$ cat config.mk
export PLATFORM = sky130hd
export DESIGN_NAME = apb_master_arb
export DESIGN_NICKNAME = d
export VERILOG_FILES = /design/src/rtl/apb_pkg.sv /design/src/rtl/rr_arbiter.sv /design/src/rtl/apb_master_arb.sv
export SDC_FILE = /design/constraint.sdc
export NUM_CORES = 1
export LEC_CHECK = 0
export CAP_MARGIN = 20
export CORE_MARGIN = 3
export CORE_UTILIZATION = 42
export CTS_CLUSTER_DIAMETER = 50
export DETAILED_ROUTE_END_ITERATION = 8
export GPL_ROUTABILITY_DRIVEN = 0
export PLACE_DENSITY = 0.95
export SKIP_CTS_REPAIR_TIMING = 1
export SLEW_MARGIN = 20
export SYNTH_ARGS = -nofsm -noshare
export SYNTH_HDL_FRONTEND = slang
export SYNTH_SLANG_ARGS = --single-unit
$ cat constraint.sdc
create_clock -name clk -period 2.55 [get_ports clk]
set_clock_uncertainty 0.05 [all_clocks]
set_input_delay 0.3825 -clock clk [delete_from_list [all_inputs] [get_ports clk]]
set_output_delay 0.3825 -clock clk [all_outputs]
set_load 0.05 [all_outputs]
$ cat src/rtl/apb_pkg.sv
// Shared APB definitions: master state encoding and default bus geometry
// used by both the master and the 32-word register/memory slave.
package apb_pkg;

  typedef enum logic [1:0] {
    IDLE   = 2'd0,
    SETUP  = 2'd1,
    ACCESS = 2'd2
  } apb_state_t;

  localparam int APB_AW = 5;
  localparam int APB_DW = 32;

endpackage

$ cat src/rtl/rr_arbiter.sv
// Combinational round-robin arbiter: grants the first requesting bit at or
// above ptr, wrapping around to bit 0.
module rr_arbiter #(
  parameter int NREQ = 2,
  parameter int PW   = $clog2(NREQ)
) (
  input  logic [NREQ-1:0] req,
  input  logic [PW-1:0]   ptr,
  output logic [NREQ-1:0] grant,
  output logic            any
);

  always_comb begin
    int idx;
    grant = '0;
    any   = 1'b0;
    idx   = 0;
    for (int k = 0; k < NREQ; k++) begin
      idx = int'(ptr) + k;
      if (idx >= NREQ) idx = idx - NREQ;
      if (!any && req[idx]) begin
        grant[idx] = 1'b1;
        any        = 1'b1;
      end
    end
  end

endmodule

$ cat src/rtl/apb_master_arb.sv
// Round-robin APB master: arbitrates NREQ requesters onto one APB port,
// one SETUP/ACCESS transfer at a time, with an optional ACCESS timeout.
module apb_master_arb
  import apb_pkg::*;
#(
  parameter int NREQ    = 2,
  parameter int AW      = APB_AW,
  parameter int DW      = APB_DW,
  parameter int TIMEOUT = 16
) (
  input  logic              clk,
  input  logic              resetn,
  input  logic [NREQ-1:0]   req_valid,
  input  logic [NREQ-1:0]   req_write,
  input  logic [NREQ*AW-1:0] req_addr,
  input  logic [NREQ*DW-1:0] req_wdata,
  output logic [NREQ-1:0]   req_ready,
  output logic [NREQ-1:0]   rsp_valid,
  output logic [DW-1:0]     rsp_rdata,
  output logic              rsp_err,
  output logic              psel,
  output logic              penable,
  output logic              pwrite,
  output logic [AW-1:0]     paddr,
  output logic [DW-1:0]     pwdata,
  input  logic              pready,
  input  logic              pslverr,
  input  logic [DW-1:0]     prdata
);

  localparam int PW = $clog2(NREQ);
  localparam int CW = (TIMEOUT > 0) ? $clog2(TIMEOUT + 1) : 1;

  apb_state_t      state_reg, state_next;
  logic [PW-1:0]   owner_reg, owner_next;
  logic [PW-1:0]   ptr_reg, ptr_next;
  logic [CW-1:0]   wait_cnt_reg, wait_cnt_next;

  logic [NREQ-1:0] req_ready_next, rsp_valid_next;
  logic [DW-1:0]   rsp_rdata_next, pwdata_next;
  logic [AW-1:0]   paddr_next;
  logic            rsp_err_next, psel_next, penable_next, pwrite_next;

  logic [NREQ-1:0] grant;
  logic            any_grant;
  logic [AW-1:0]   addr_arr  [NREQ];
  logic [DW-1:0]   wdata_arr [NREQ];
  logic [PW-1:0]   gnt_idx;
  logic [AW-1:0]   gnt_addr;
  logic [DW-1:0]   gnt_wdata;
  logic            gnt_write;
  logic [PW-1:0]   ptr_after;

  rr_arbiter #(.NREQ(NREQ), .PW(PW)) u_arb (
    .req   (req_valid),
    .ptr   (ptr_reg),
    .grant (grant),
    .any   (any_grant)
  );

  for (genvar gi = 0; gi < NREQ; gi++) begin : g_unpack
    assign addr_arr[gi]  = req_addr[gi*AW +: AW];
    assign wdata_arr[gi] = req_wdata[gi*DW +: DW];
  end

  // Grant is one-hot, so OR-ing the selected lanes forms the payload mux.
  always_comb begin
    gnt_idx   = '0;
    gnt_addr  = '0;
    gnt_wdata = '0;
    gnt_write = 1'b0;
    for (int i = 0; i < NREQ; i++) begin
      if (grant[i]) begin
        gnt_idx   = gnt_idx | PW'(i);
        gnt_addr  = gnt_addr | addr_arr[i];
        gnt_wdata = gnt_wdata | wdata_arr[i];
        gnt_write = gnt_write | req_write[i];
      end
    end
  end

  assign ptr_after = (owner_reg == PW'(NREQ - 1)) ? '0 : owner_reg + PW'(1);

  always_comb begin
    state_next     = state_reg;
    owner_next     = owner_reg;
    ptr_next       = ptr_reg;
    wait_cnt_next  = wait_cnt_reg;
    req_ready_next = '0;
    rsp_valid_next = '0;
    rsp_rdata_next = '0;
    rsp_err_next   = 1'b0;
    psel_next      = psel;
    penable_next   = penable;
    pwrite_next    = pwrite;
    paddr_next     = paddr;
    pwdata_next    = pwdata;
    case (state_reg)
      IDLE: begin
        if (any_grant) begin
          req_ready_next = grant;
          owner_next     = gnt_idx;
          pwrite_next    = gnt_write;
          paddr_next     = gnt_addr;
          pwdata_next    = gnt_wdata;
          psel_next      = 1'b1;
          wait_cnt_next  = '0;
          state_next     = SETUP;
        end
      end
      SETUP: begin
        penable_next = 1'b1;
        state_next   = ACCESS;
      end
      ACCESS: begin
        if (pready) begin
          psel_next                 = 1'b0;
          penable_next              = 1'b0;
          rsp_valid_next[owner_reg] = 1'b1;
          rsp_rdata_next            = pwrite ? '0 : prdata;
          rsp_err_next              = pslverr;
          ptr_next                  = ptr_after;
          state_next                = IDLE;
        end else if (TIMEOUT != 0 && wait_cnt_reg == CW'(TIMEOUT)) begin
          // Slave never answered: abandon the transfer with an error.
          psel_next                 = 1'b0;
          penable_next              = 1'b0;
          rsp_valid_next[owner_reg] = 1'b1;
          rsp_err_next              = 1'b1;
          ptr_next                  = ptr_after;
          state_next                = IDLE;
        end else begin
          wait_cnt_next = wait_cnt_reg + CW'(1);
        end
      end
      default: state_next = IDLE;
    endcase
  end

  always_ff @(posedge clk or negedge resetn) begin
    if (!resetn) begin
      state_reg    <= IDLE;
      owner_reg    <= '0;
      ptr_reg      <= '0;
      wait_cnt_reg <= '0;
      req_ready    <= '0;
      rsp_valid    <= '0;
      rsp_rdata    <= '0;
      rsp_err      <= 1'b0;
      psel         <= 1'b0;
      penable      <= 1'b0;
      pwrite       <= 1'b0;
      paddr        <= '0;
      pwdata       <= '0;
    end else begin
      state_reg    <= state_next;
      owner_reg    <= owner_next;
      ptr_reg      <= ptr_next;
      wait_cnt_reg <= wait_cnt_next;
      req_ready    <= req_ready_next;
      rsp_valid    <= rsp_valid_next;
      rsp_rdata    <= rsp_rdata_next;
      rsp_err      <= rsp_err_next;
      psel         <= psel_next;
      penable      <= penable_next;
      pwrite       <= pwrite_next;
      paddr        <= paddr_next;
      pwdata       <= pwdata_next;
    end
  end

endmodule
==> summary.md <==
| Metric | Value |
|---|---|
| Run status | `completed` |
| WL/cell | `18.6 µm` |
| Critical Path AT | `1.59 ns` |
| Crit-path cells | `clkdlybuf4s50_1` |
| Clock-pin slew on the worst setup and hold paths | `0.09 ns` |
| CTS tree | `yes` |
| CP Capture Type | `primary output` |
| PD cells | `1120 nW/µm²` |
| Syn Nets | `380` |
| I/O Pins | `191` |
| IO Port Bufs | `190` |
| DR vias/cell | `5.44` |
| Register bit count reported by yosys | `86` |
| Die Y | `97.1 µm` |
| Static Leak | `2.48 nW` |
| Mapped Cells | `264` |
| FMAX | `494 MHz` |
| Sinks on Clock Net | `86` |
| Count leader, synth | `dfrtp_1` |
| Endpoints failing hold | `0` |
| WL final | `10400 µm` |
| Hpwl dp | `7730 µm` |
| First-pass GRT wire length | `16600 µm` |
| Num CTS Buffers | `9` |
| Total track usage | `22.2%` |
| Hold WC Path Type | `flip-flop to flip-flop` |
| Final Non-Filler Cells | `557` |
| Nets | `566` |
| Fraction of registers with async set/reset | `100%` |
| Via count | `3028` |
| CTS Root Cell | `clkbuf_8` |
| Prevailing post-synth register cell | `dfrtp_1` |
| Post-Route Setup TNS | `0 ns` |
| Worst path top cell family by delay | `buffers and inverters` |
| Post-synth top cells | `dfrtp_1, a221o_1, and4_1` |
| Area grow syn2layout | `63.4%` |
| Register area share after synthesis | `61.7%` |
| CP Max Fanout | `3` |
| Final Max Slew Viols | `0` |
| Max clock buf depth | `2` |
| Multi-input gate area | `1220 µm²` |
| Synth area leader | `dfrtp_1` |
| Layout cell share with drive strength beyond 1 | `7.47%` |
| Fill count | `547` |
| Synth unique cells | `33` |
| Top cells by area, synth | `dfrtp_1, a221o_1, and4_1` |
| Setup violators final | `0` |
| Measured slew at the worst slew-check pin | `0.578 ns` |
| Overall power | `6.41 mW` |
| Mapped cell area | `3490 µm²` |
| Slowest CP cell | `clkdlybuf4s50_1` |
| Count of flip-flops with a built-in enable after synthesis | `0` |
| Rel. slew slack | `61.5%` |
| Top Registers | `pwdata: 32 flops, rsp_rdata: 32 flops` |
| DR iter-0 viols | `94` |
| Max_cap viols | `0` |
| Core Rows | `32` |
| Worst-Skew Late Latency | `0.35 ns` |
| Register Area | `2150 µm²` |
| Crit Path Class | `flip-flop to primary output` |
| CORE AREA | `7890 µm²` |
| DRC errors left | `0` |
| Syn Area/Cell | `13.2 µm²` |
| CP startpoint kind | `flip-flop` |
| Critical path's largest stage delay | `0.84 ns` |
| Initial antenna violation count | `0` |
| Initial cell density of the core | `44.2%` |
| DRT antenna net count | `0` |
| Post-route minimum period | `2.03 ns` |
| GRT overflow | `0` |
| Top cell type's share of synthesized area | `61.7%` |
| Die Area | `9440 µm²` |
| Buffers & Inverters on Critical Path | `1` |
| RSZ-0062 raised after global routing | `no` |
| Synth warn | `0` |
| Largest net degree at the start of global routing | `47` |
| Vias in the first global route | `3167` |
| Die Wd | `97.1 µm` |
| Placed cells | `540` |
| DR pass1 iterations | `4` |
| Final Cycle Share | `79.4%` |
| H-tree Lvls | `3` |
| Req. time, crit path | `2.12 ns` |
| # diodes | `0` |
| Max IR drop VDD | `0.493 mV` |
placed cells by master, fill, tap and decap left out, types with 2 or more instances in the layout:
cell / synthesis / final
ha_1: 2 / 2
nand2b_1: 3 / 3
and4_1: 38 / 38
clkinv_4: 0 / 2
inv_1: 5 / 5
mux2i_1: 4 / 4
a221o_1: 38 / 38
dfrtp_1: 86 / 86
o21ai_0: 5 / 5
and2_1: 33 / 33
clkdlybuf4s50_1: 0 / 189
buf_4: 0 / 7
nor2_1: 5 / 5
nand2_1: 3 / 3
clkbuf_8: 0 / 10
kinds of logic (layout without fill, tap and decap cells):
family / count (synthesis) / after routing / share of synthesized area [%]
AOI/OAI and AO/OA: 50 / 50 / 13.1
adders and majority gates: 2 / 2 / 0.717
and+or+nand+nor: 92 / 92 / 19.3
DFF: 86 / 86 / 61.7
buffers and inverters: 29 / 220 / 3.73
muxes: 5 / 5 / 1.47
metrics by stage:
stage	worst slack, ns	util (%)	hold WS, ns	area (µm²)
2_1_floorplan	1.03	-	0.0369	3490
3_3_place_gp	0.557	69.5	0.360	5480
3_5_place_dp	0.534	69.5	0.365	5480
4_1_cts	0.512	72.1	-0.0202	5690
5_1_grt	0.488	72.3	0.439	5700
6_report	0.524	72.3	0.411	5700
path summary, 6_finish.rpt:
path / startpoint / end / slack, ns / cells past startpoint
setup reg to reg: state_reg[1] / pwdata[12] / 0.62 / 4
setup / recovery: pwrite / pwrite / 0.52 / 1
hold / removal: owner_reg / rsp_valid[0] / 0.41 / 1
hold reg to reg: owner_reg / rsp_valid[0] / 0.41 / 1
max in group asynchronous: resetn / pwdata[15] / 1.30 / 3
min in group asynchronous: resetn / rsp_rdata[25] / 0.52 / 2
power breakdown:
group | switching (mW) | leakage [nW] | internal, mW
combinational | 2.13 | 1.25 | 1.27
sequential | 0.255 | 1.12 | 1.78
clock | 0.496 | 0.103 | 0.485
total | 2.88 | 2.48 | 3.53
metal layers:
layer | GRT usage (%) | part of all wire, % | routed length (µm) | up-vias
met3 | 8.83 | 12 | 1280 | 14
met5 | 0 | 0 | 0 | -
met4 | 7.24 | 1.8 | 191 | 0
met2 | 38.0 | 49 | 5120 | 172
met1 | 25.4 | 36 | 3770 | 1468
li1 | - | - | - | 1374
area by class of cell:
cell class,instances,share of cell area [%]
clock buffer,10,2.41
clock inverter,6,1.21
inverter,6,0.395
multi-input combinational,149,21.4
sequential,86,37.8
tap,102,2.24
timing repair buffer,198,34.6
(Power assumes the default switching activity.)
